`src/rtl/rr_arb_pkg.sv`:
```
`default_nettype none
// ============================================================================
//  Module      : rr_arb_pkg
//  Description : Shared constants and helpers for the 4-to-1 round-robin
//                arbiter: requester count, pointer reset value, grant
//                counter width and a 4-bit rotate-left-by-one.
//  Revision    : 1.0  initial release
// ============================================================================
package rr_arb_pkg;

    localparam int         N_REQ     = 4;
    localparam logic [3:0] PTR_RESET = 4'b0001;
    localparam int         CNT_W     = 16;

    // Rotate a one-hot vector left by one; bit 3 wraps to bit 0.
    function automatic logic [3:0] rotl1(input logic [3:0] x);
        return {x[2:0], x[3]};
    endfunction

endpackage : rr_arb_pkg
`default_nettype wire

```
`src/rtl/rr_pick.sv`:
```
`default_nettype none
// ============================================================================
//  Module      : rr_pick
//  Description : Purely combinational circular priority picker. Returns the
//                first set bit of i_req found scanning upward from the
//                one-hot position in i_ptr, wrapping 3 -> 0.
//  Ports       : i_req   [3:0]  request vector
//                i_ptr   [3:0]  one-hot highest-priority position
//                o_grant [3:0]  one-hot grant, 0000 when i_req == 0
//  Revision    : 1.0  initial release
// ============================================================================
module rr_pick
    import rr_arb_pkg::*;
(
    input  logic [N_REQ-1:0] i_req,
    input  logic [N_REQ-1:0] i_ptr,
    output logic [N_REQ-1:0] o_grant
);

    logic       w_found;
    logic [1:0] w_idx;

    // Outer loop locates the pointer position, inner loop walks the
    // requests from there. w_found stops any later hit from adding a bit,
    // so the result stays one-hot.
    always_comb begin
        o_grant = '0;
        w_found = 1'b0;
        w_idx   = '0;
        for (int s = 0; s < N_REQ; s++) begin
            if (i_ptr[s]) begin
                for (int k = 0; k < N_REQ; k++) begin
                    w_idx = 2'(s + k);
                    if (!w_found && i_req[w_idx]) begin
                        o_grant[w_idx] = 1'b1;
                        w_found        = 1'b1;
                    end
                end
            end
        end
    end

endmodule : rr_pick
`default_nettype wire

```
`src/rtl/rr_arbiter_4to1.sv`:
```
`default_nettype none
// ============================================================================
//  Module      : rr_arbiter_4to1
//  Description : Four-input round-robin arbiter with a one-entry output
//                register. Grants one valid/ready producer per cycle with
//                rotating priority and presents the winner plus its
//                registered one-hot source select.
//  Ports       : clock, reset          clock / synchronous active-high reset
//                io_in_valid  [3:0]    producer offers
//                io_in_ready  [3:0]    producer word taken (one-hot or 0)
//                io_in0..3    [W-1:0]  producer data
//                io_out_valid          output register holds a word
//                io_out_ready          consumer takes the word
//                io_out_bits  [W-1:0]  buffered word
//                io_sel       [3:0]    one-hot source of buffered word
//                io_grant_cnt [15:0]   saturating grant counter
//  Options     : RR_ARB_GRANT_CNT_EN  enables the grant counter; when
//                undefined io_grant_cnt is tied to zero.
//  Revision    : 1.0  initial release
// ============================================================================
module rr_arbiter_4to1
    import rr_arb_pkg::*;
#(
    parameter int W = 32
) (
    input  logic             clock,
    input  logic             reset,
    input  logic [N_REQ-1:0] io_in_valid,
    output logic [N_REQ-1:0] io_in_ready,
    input  logic [W-1:0]     io_in0,
    input  logic [W-1:0]     io_in1,
    input  logic [W-1:0]     io_in2,
    input  logic [W-1:0]     io_in3,
    output logic             io_out_valid,
    input  logic             io_out_ready,
    output logic [W-1:0]     io_out_bits,
    output logic [N_REQ-1:0] io_sel,
    output logic [CNT_W-1:0] io_grant_cnt
);

    logic             r_full_q, w_full_d;
    logic [N_REQ-1:0] r_ptr_q,  w_ptr_d;
    logic [N_REQ-1:0] r_sel_q,  w_sel_d;
    logic [W-1:0]     r_data_q, w_data_d;

    logic             w_accept;
    logic             w_fire;
    logic [N_REQ-1:0] w_grant;
    logic [W-1:0]     w_mux;

    rr_pick u_pick (
        .i_req   (io_in_valid),
        .i_ptr   (r_ptr_q),
        .o_grant (w_grant)
    );

    // The buffer can take a new word when empty or when it drains this cycle.
    assign w_accept = !r_full_q || io_out_ready;
    assign w_fire   = w_accept && (|io_in_valid);

    // Reset gates the handshake so no producer sees a take during reset.
    assign io_in_ready = (w_accept && !reset) ? w_grant : '0;

    // One-hot AND-OR mux, same form the downstream stage uses.
    assign w_mux = ({W{w_grant[0]}} & io_in0) |
                   ({W{w_grant[1]}} & io_in1) |
                   ({W{w_grant[2]}} & io_in2) |
                   ({W{w_grant[3]}} & io_in3);

    always_comb begin
        w_full_d = r_full_q;
        w_ptr_d  = r_ptr_q;
        w_sel_d  = r_sel_q;
        w_data_d = r_data_q;
        if (w_fire) begin
            w_full_d = 1'b1;
            w_ptr_d  = rotl1(w_grant);
            w_sel_d  = w_grant;
            w_data_d = w_mux;
        end else if (w_accept) begin
            // Drained with nothing to refill; data register keeps its value.
            w_full_d = 1'b0;
            w_sel_d  = '0;
        end
    end

    always_ff @(posedge clock) begin
        if (reset) begin
            r_full_q <= 1'b0;
            r_ptr_q  <= PTR_RESET;
            r_sel_q  <= '0;
            r_data_q <= '0;
        end else begin
            r_full_q <= w_full_d;
            r_ptr_q  <= w_ptr_d;
            r_sel_q  <= w_sel_d;
            r_data_q <= w_data_d;
        end
    end

    assign io_out_valid = r_full_q;
    assign io_out_bits  = r_data_q;
    assign io_sel       = r_sel_q;

`ifdef RR_ARB_GRANT_CNT_EN
    logic [CNT_W-1:0] r_cnt_q, w_cnt_d;

    always_comb begin
        w_cnt_d = r_cnt_q;
        if (w_fire && (r_cnt_q != {CNT_W{1'b1}})) begin
            w_cnt_d = r_cnt_q + 1'b1;
        end
    end

    always_ff @(posedge clock) begin
        if (reset) begin
            r_cnt_q <= '0;
        end else begin
            r_cnt_q <= w_cnt_d;
        end
    end

    assign io_grant_cnt = r_cnt_q;
`else
    assign io_grant_cnt = '0;
`endif

endmodule : rr_arbiter_4to1
`default_nettype wire

```
`config.mk`:
```
export PLATFORM = sky130hd
export DESIGN_NAME = rr_arbiter_4to1
export DESIGN_NICKNAME = d
export VERILOG_FILES = /design/src/rtl/rr_arb_pkg.sv /design/src/rtl/rr_pick.sv /design/src/rtl/rr_arbiter_4to1.sv
export SDC_FILE = /design/constraint.sdc
export NUM_CORES = 1
export LEC_CHECK = 0
export CORE_ASPECT_RATIO = 1.25
export CORE_MARGIN = 1
export CORE_UTILIZATION = 39
export CTS_BUF_LIST = sky130_fd_sc_hd__clkbuf_4
export DETAILED_ROUTE_END_ITERATION = 8
export GPL_TIMING_DRIVEN = 1
export PLACE_DENSITY_LB_ADDON = 0.25
export SLEW_MARGIN = 20
export SYNTH_ARGS = -nofsm -noshare
export SYNTH_HDL_FRONTEND = slang
export SYNTH_SLANG_ARGS = --single-unit
```
`constraint.sdc`:
```
create_clock -name clock -period 4.6 [get_ports clock]
set_clock_uncertainty 0.2 [all_clocks]
set_input_delay 1.38 -clock clock [delete_from_list [all_inputs] [get_ports clock]]
set_output_delay 1.38 -clock clock [all_outputs]
set_load 0.02 [all_outputs]
```
; ---- Word-level counts from Yosys, hierarchy flattened
; Cells that the tools add are included.
[totals]
in_bits = 135
register_bits = 41
out_inout_bits = 57
wordCells = 102
[op_classes]
mux = 54
reduce_logical = 37
bitwise_logic = 7
[ops]
columns = operator, n
row1 = 32-bit AND, 4
row2 = 32-bit OR, 3
row3 = 1-bit 2-to-1 mux, 47
row4 = 4-bit 2-to-1 mux, 7
row5 = 1-bit logical AND, 17
row6 = 1-bit logical NOT, 17
row7 = 4-bit OR reduction, 1
row8 = 2-bit nonzero test, 1
row9 = 1-bit logical OR, 1

; ---- Longest topological paths before layout
[depth]
word_depth = 66
depth_mapped = 7
ltp_nobuf = 5

; ---- Hierarchy
; Synthesis repeated with hierarchy kept, for this count alone.
[hier_totals]
hier_cells = 273
area_unflattened_um2 = 2417.3
[by_module_without_submodules]
columns = module, area_each_um2, cells_per_inst, instances
row1 = rr_arbiter_4to1, 2260.9, 250, 1
row2 = rr_pick, 156.4, 23, 1

; ---- Worst setup path after synthesis
; No wires, ideal clock.
[synth_timing]
path_kind = input -> output
from = input port io_in_valid[2]
to = output port io_in_ready[3]
required_time_ns = 3.020
stages = 5
n_path_buf = 1
setup_slack_ns = 0.539
arrival_ns = 2.481
cell_sequence = nor2_1 -> nand3b_1 -> a21boi_1 -> clkbuf_1 -> and2_1
[synth_via]
elab_chain_len = 44
[synth_lines]
columns = element, line_no
row1 = start: declaration, rr_arbiter_4to1.sv:28  ; input logic [N_REQ-1:0] io_in_valid,
row2 = 1-bit logical AND, rr_pick.sv:34  ; if (!w_found && i_req[w_idx]) begin
row3 = 1-bit 2-to-1 mux, rr_pick.sv:34
row4 = 1-bit 2-to-1 mux, rr_pick.sv:31  ; if (i_ptr[s]) begin
row5 = 1-bit logical NOT, rr_pick.sv:34
row6 = 1-bit logical AND, rr_pick.sv:34
row7 = 1-bit 2-to-1 mux, rr_pick.sv:34
row8 = 1-bit 2-to-1 mux, rr_pick.sv:31
row9 = 1-bit logical NOT, rr_pick.sv:34
row10 = (+28 left out), -
row11 = 1-bit logical AND, rr_pick.sv:34
row12 = 1-bit 2-to-1 mux, rr_pick.sv:34
row13 = 1-bit 2-to-1 mux, rr_pick.sv:31
row14 = 1-bit logical NOT, rr_pick.sv:34
row15 = 1-bit logical AND, rr_pick.sv:34
row16 = 1-bit 2-to-1 mux, rr_pick.sv:34
row17 = 4-bit 2-to-1 mux (*), rr_pick.sv:31
row18 = 4-bit 2-to-1 mux (*), rr_arbiter_4to1.sv:62  ; assign io_in_ready = (w_accept && !reset) ? w_grant : '0;
row19 = end: declaration, rr_arbiter_4to1.sv:29  ; output logic [N_REQ-1:0] io_in_ready,
; Mark *: on every way between the ends. The rest lies on a longest branch, timed or not. The select of a mux whose other input is x is not followed.

; ---- Final worst setup path
[layout_timing]
from = input port io_in_valid[0]
to = output port io_in_ready[1]
[layout_via]
elab_chain_len = 59
[layout_lines]
columns = element, line_no
row1 = 1-bit 2-to-1 mux, rr_pick.sv:34
row2 = 1-bit 2-to-1 mux, rr_pick.sv:31
row3 = 1-bit logical NOT, rr_pick.sv:34
row4 = 1-bit logical AND, rr_pick.sv:34
row5 = 1-bit 2-to-1 mux, rr_pick.sv:34
row6 = 1-bit 2-to-1 mux, rr_pick.sv:31
row7 = 1-bit logical NOT, rr_pick.sv:34
row8 = 1-bit logical AND, rr_pick.sv:34
row9 = (+43 left out), -
row10 = 1-bit logical AND, rr_pick.sv:34
row11 = 1-bit 2-to-1 mux, rr_pick.sv:34
row12 = 1-bit 2-to-1 mux, rr_pick.sv:31
row13 = 1-bit logical NOT, rr_pick.sv:34
row14 = 1-bit logical AND, rr_pick.sv:34
row15 = 1-bit 2-to-1 mux, rr_pick.sv:34
row16 = 4-bit 2-to-1 mux (*), rr_pick.sv:31
row17 = 4-bit 2-to-1 mux (*), rr_arbiter_4to1.sv:62
; Marks and branches as above.

==> results.toml <==
[placement]
dp_hpwl_microns = 7451
place_ws_ns = -0.1199
gp_congestion = 0.8342
placed_cell_area_sq_mm = 0.004544
portBuffers = 175
dp_cells = 559

[worst_setup_path]
worstPathRequired_ns = 3.02
timing.critical_path.buf_inv = 2
rrSetupSlack_ns = 2.11
start_kind = "input port"
cp-end-kind = "primary output"
r2r-start = "r_ptr_q[0]$_SDFFE_PP1P_"
reg2reg_to = "io_out_bits[9]$_SDFFE_PP0P_"
worstPathArrival_ns = 2.89
max_stage_delay_ns = 0.50
path_cells = "clkdlybuf4s50_1 > nor2_1 > o21ai_0 > a21boi_4 > and2_1 > dlygate4sd2_1"
critPathKind = "input port to primary output"
r2r_cells = 5
path_max_fanout = 6
crit_path_top_delay_cell = "clkdlybuf4s50_1"
cpLargestDelayFamily = "buffers and inverters"

[final_layout]
stdcell_count = 566
fin_util_pct = 69.89
design_area_sq_mm = 0.004588
area_growth_pct = 72.40
fin_nets = 614
fillerInstances = 525
num_antenna_cells = 0
drive_gt1_share_pct = 9.603

[global_routing]
track_usage_pct = 28.95
met1_usage_pct = 31.83
grt_pass1_wl_microns = 15690
busiest_layer = "met2"
grt_overflow = 0
antenna_found_initial = 0
met2_usage_pct = 52.14
grt_pass1_vias = 3278
grt_max_degree = 40
met3_usage_pct = 6.617

[pwr]
power_density_mw_per_mm2 = 222.8
ir_drop_uv = 188.5
p_clk_share_pct = 17.6
switching_share_pct = 32.76
p_leak_nw = 1.706
power_frac_seq_pct = 40.1
internal-power_mw = 0.6874
total_power_mw = 1.022
combPwrFrac_pct = 42.3
p_switching_mw = 0.3349

[timing]
worst_pin_slew_ns = 0.9379
rsz0062_at_grt = "false"
min_period_ns = 4.468
setup_viol = 0
finalHoldViolations = 0
setup_tns_ns = 0
slew_violations = 0
setup_slack_ns = 0.1316
clock.fmax_mhz = 223.8
maxSlewHeadroom_pct = 37.48
hold-worst-slack_ns = 0.2668
finalCritPeriodShare_pct = 97.14

[clocking]
cts_tree = "built"
ctsLongestPathBuffers = 2
clock_sinks = 41
cts_made_buffers = 5
cts-root-buf = "clkbuf_4"
clk_pin_slew_worst_paths_ns = 0.12
post_cts_buffers = 0
htree_levels = 2
clock_latency_ns = 0.35
hold_buffers = 0
post_cts_resized = 5

[floorplanning]
die_x_microns = 75.89
die-area_sq_mm = 0.007160
io_pins = 192
initial_core_util_pct = 40.54
core.rowCount = 33
die_y_microns = 94.36
core_area_sq_mm = 0.006565

[drt]
drtPass1Iterations = 6
viasPerCell = 5.966
drc = 0
wl_per_cell_microns = 18.64
first_iter_violations = 256
routed_wl_microns = 10550
ant_nets = 0
vias = 3377

[synthesis]
synth_area_per_cell_sq_um = 8.726
yosys_warnings = 0
ys_seq_area_share_pct = 30.84
yosysUniqueCellTypes = 34
syn_inst = 305
syn_area_sq_mm = 0.002661
yosys_register_bits = 41

[min_path]
holdPathStages = 2
hold_class = "register to register"
hp-start = "io_sel[3]$_SDFFE_PP0P_"
hold-path-endpoint = "io_sel[3]$_SDFFE_PP0P_"

[run_status]
status = "completed"

[run]
maxCapViolations = 0
## power by group through the flow
stage	combinational, mW	sequential, mW	clock, mW
after global placement	0.426	0.415	0
after detailed placement	0.431	0.418	0
after CTS	0.432	0.410	0.185
final	0.432	0.410	0.180
after global routing	0.462	0.414	0.197
after floorplan	0.166	0.451	0
## worst max path at each step
stage / start / endpoint / slack, ns / depth (start not counted)
2_1_floorplan: io_in_valid[2] / io_in_ready[3] / 0.54 / 5
3_3_place_gp: io_in_valid[0] / io_in_ready[1] / -0.13 / 6
3_5_place_dp: io_in_valid[0] / io_in_ready[1] / -0.12 / 6
4_1_cts: io_in_valid[0] / io_in_ready[1] / 0.14 / 6
5_1_grt: io_in_valid[0] / io_in_ready[1] / 0.02 / 6
6_report: io_in_valid[0] / io_in_ready[1] / 0.13 / 6
## cell type report
cell class / count / area [sq um] / share of cell area (%)
Clock buffer: 6 / 45.04 / 0.9817
Clock inverter: 1 / 3.754 / 0.08181
Inverter: 1 / 3.754 / 0.08181
Multi-Input combinational cell: 231 / 1672 / 36.43
Sequential cell: 41 / 820.8 / 17.89
Tap cell: 87 / 108.9 / 2.373
Timing Repair Buffer: 199 / 1934 / 42.16
## cells in the mapped netlist
| master | n | area [sq um] |
|---|---|---|
| dfxtp_1 | 41 | 820.8 |
| nor4b_4 | 1 | 23.77 |
| o21ai_0 | 4 | 20.02 |
| a221o_1 | 30 | 300.3 |
| o211ai_1 | 1 | 7.510 |
| o211a_1 | 1 | 10.01 |
| or4b_4 | 1 | 13.76 |
| inv_1 | 1 | 3.750 |
| nor2b_1 | 3 | 18.77 |
| a21o_1 | 4 | 30.03 |
| a21oi_1 | 8 | 40.04 |
| conb_1 | 1 | 3.750 |
| a221oi_1 | 32 | 280.3 |
| a221o_2 | 2 | 22.52 |
| o311a_1 | 1 | 10.01 |
| nand3_1 | 1 | 5.000 |
| nand2_1 | 8 | 30.03 |
| and2_1 | 4 | 25.02 |
| nor4_1 | 2 | 12.51 |
| or2_2 | 1 | 6.260 |
| buf_6 | 3 | 33.78 |
| buf_2 | 7 | 35.03 |
| a21boi_1 | 1 | 7.510 |
| o31ai_1 | 1 | 7.510 |
| buf_4 | 16 | 120.1 |
| nand3b_1 | 2 | 15.01 |
| a211oi_2 | 5 | 62.56 |
| a211oi_1 | 26 | 195.2 |
| o21bai_1 | 1 | 7.510 |
| a21boi_2 | 1 | 11.26 |
| nand2b_1 | 2 | 12.51 |
| a22oi_1 | 32 | 240.2 |
| nor2_1 | 40 | 150.1 |
| clkbuf_1 | 21 | 78.83 |
## worst min-delay path: stages (launching register included)
cell	delay [ns]
dfxtp_1	0.33
nand2_1	0.05
a21oi_1	0.05
## cells by family (layout without fill, tap and decap cells)
logic type / count (synthesis) / after routing / share of synthesized area, %
AO/OA/AOI/OAI: 150 / 150 / 47.06
AND/OR/NAND/NOR: 65 / 65 / 11.75
buffers and inverters: 48 / 207 / 10.20
flip-flops: 41 / 41 / 30.84
other: 1 / 16 / 0.1409
## routing by layer
layer / vias to the layer above / wire length, microns
met5: - / 0
met4: 0 / 168
met3: 13 / 833
met2: 174 / 5613
met1: 1627 / 3936
li1: 1563 / -
## layout by cell type, fill, tap and decap left out, types with 3 or more instances in the layout
master	n
a221oi_1	32
nor2b_1	3
and2_1	4
clkbuf_4	6
nor2_1	39
buf_4	23
nand2_1	8
dlygate4sd2_1	4
a21o_1	4
a21oi_1	7
a211oi_2	5
clkdlybuf4s50_1	170
a221o_1	30
a22oi_1	32
o21ai_0	3
dfxtp_1	41
conb_1	16
a211oi_1	26
## registers in the layout, summed over array words and instances (netlist names)
signal	count
io_out_bits	32
io_out_valid	1
io_sel	4
r_ptr_q	4
(Power assumes the default switching activity.)
==> edit: new RTL, same flow settings <==
`W`: 32 -> 64.
--- a/src/rtl/rr_arbiter_4to1.sv
+++ b/src/rtl/rr_arbiter_4to1.sv
@@ -23,3 +23,3 @@
 #(
-    parameter int W = 32
+    parameter int W = 64
 ) (
Interface: changed (5 resized); port bits go from 192 to 352. No check against the original RTL was run, so the function may have changed too.
==> edit against the original RTL <==
- synthesized cell count grew 74%
- sequential cell count up 32
- critical path type unchanged
- power is 100% higher
- wire length grew 110%
- synthesized area up 97%
- maximum frequency is 2.0% lower
- cell area is 92% higher
- setup slack worse by 0.089 ns
- global-route usage increased by 1.4 points
- combinational power up 110%
==> edit: results (changes against the original RTL) <==
Worst hold path
  • Min-delay src: io_sel[0]$_SDFFE_PP0P_
  • Hold EP: io_sel[0]$_SDFFE_PP0P_
  • Worst hold path type: flip-flop to flip-flop
  • Hold path depth: 2 (unchanged)

Layout
  • Multi-input gate area: 0.00339 mm2 (+100%)
  • Share of layout cells above drive strength 1: 21.5% (+12 points)
  • Nets: 1,104 (+80%)
  • Max FFs per register: 64 (+100%)
  • Layout filler cell count: 1,020 (+94%)

Worst setup path
  • Worst Path Arrival: 2.98 ns (+0.09 ns)
  • CP max FO: 3 (-3)
  • Reg2reg end: io_out_bits[56]$_SDFFE_PP0P_
  • Reg2Reg Depth: 5 (unchanged)
  • Reg-to-reg setup timing slack: 1.81 ns (-0.30 ns)

Placement
  • Detail Placement HPWL: 15,700 um (+110%)
  • Placed instance area: 0.00867 mm2 (+91%)
  • IO Port Bufs: 335 (+91%)
  • Routability congestion estimate: 0.936 (+12%)

Detailed routing
  • DRT iter0 DRCs: 304 (+19%)
  • Wire per inst: 21.5 um (+15%)
  • Met2 WL: 11,300 um (+100%)
  • Vias: 6,169 (+83%)
  • DRT met1 WL: 7920 um (+100%)
  • Routed met3 length: 1870 um (+120%)
  • Initial DRT Pass Iterations: 5 (-1)

CTS
  • Clock-pin slew on the worst setup and hold paths: 0.13 ns
  • Total CTS buffers: 9 (+4)
  • # H-tree levels: 3 (+1)
  • Clock root buffer: clkbuf_4
  • Worst-Skew Late Latency: 0.43 ns (+0.08 ns)

Logic synthesis
  • Sequential-to-total area share from yosys stat: 27.8% (-3.0 points)
  • Synth Area in XOR/XNOR: 0% (unchanged)
  • Distinct cells, synth: 41 (+21%)
  • Synth warn: 0 (unchanged)
  • Commonest cells post-synth: 73 x dfxtp_1, 64 x a22oi_1, 52 x nor2_1
  • Compound-Gate Fraction of Synth Area: 55.1% (+8.1 points)
  • Ys async rst share: 0% (unchanged)
  • Top cells by area, synth: dfxtp_1 28%, a221oi_2 12%, a211oi_2 10%

Power
  • Worst vdd ir: 0.000153 V (-19%)
  • Leakage Power: 3.10 nW (+82%)

GRT
  • Total GRT Usage: 30.3% (+1.4 points)
  • Largest net degree at the start of global routing: 74 (+85%)
  • Vias in the first global route: 6,263 (+91%)
  • First-pass GRT wire length: 33,300 um (+110%)
  • Initial antenna violation count: 1 (+1)

Status
  • Status: finished clean

Timing
  • Final hold slack: 0.288 ns (+0.0209 ns)
  • Worst-Margin Slew: 1.04 ns (+0.105 ns)
[edit: logic make-up (layout without fill, tap and decap cells)]
group                  count (synthesis)  after routing
DFF                                   73             73
buffers and inverters                 83            382
other                                  1             17
AOI/OAI and AO/OA                    291            291
and+or+nand+nor                       84             84
[edit: per-stage QoR]
stage / TNS, ns / worst slack [ns] / std cells
after global routing: 0 / 0.00385 / 1018
after CTS: 0 / 0.0181 / 1017
after floorplan: 0 / 0.0788 / 547
after detailed placement: -1.07 / -0.443 / 1001
after global placement: -0.902 / -0.404 / 1001
final: 0 / 0.0421 / 1018
[edit: area by class of cell]
| class | count | share of cell area, % |
|---|---|---|
| diodes | 1 | 0.0283 |
| clock inverters | 6 | 0.935 |
| repair buffers | 363 | 40.6 |
| flip-flops and latches | 73 | 16.6 |
| multi-input cells | 391 | 38.4 |
| clock buffers | 10 | 0.850 |
| inverters | 3 | 0.128 |
| well taps | 171 | 2.42 |
[edit: worst max path at each step]
stage | start | to | slack, ns | cells past startpoint
floorplan | io_in_valid[1] | io_in_ready[3] | 0.08 | 6
global placement | io_in_valid[2] | io_in_ready[3] | -0.40 | 6
detailed placement | io_in_valid[2] | io_in_ready[3] | -0.44 | 6
CTS | io_in_valid[0] | io_in_ready[1] | 0.02 | 5
global route | io_in_valid[0] | io_in_ready[1] | 0.004 | 5
finish | io_in_valid[2] | io_in_ready[3] | 0.04 | 6
[edit: timing repair]
action,in CTS,in global routing
buffers inserted,0,0
gates resized for setup,9,3
endpoints found under the setup margin,4,2
gates cloned,0,0
[edit: layer usage]
metal	vias up	GRT usage, %
met2	358	56.2
met5	-	0
met4	0	12.4
met1	2931	33.4
li1	2830	-
met3	50	5.88
[edit: where the power goes]
| part | leakage [nW] | internal, mW | total (mW) | switching (mW) |
|---|---|---|---|---|
| registers | 0.605 | 0.695 | 0.732 | 0.0374 |
| clock network | 0.0862 | 0.224 | 0.472 | 0.248 |
| logic | 2.41 | 0.483 | 0.891 | 0.408 |
| total | 3.10 | 1.40 | 2.10 | 0.693 |
[edit: critical path, cell delays in order]
cell and delay [ns]:
clkdlybuf4s50_1 0.46, and2_1 0.20, or4_4 0.44, a31oi_4 0.16
and2_1 0.15, buf_2 0.18
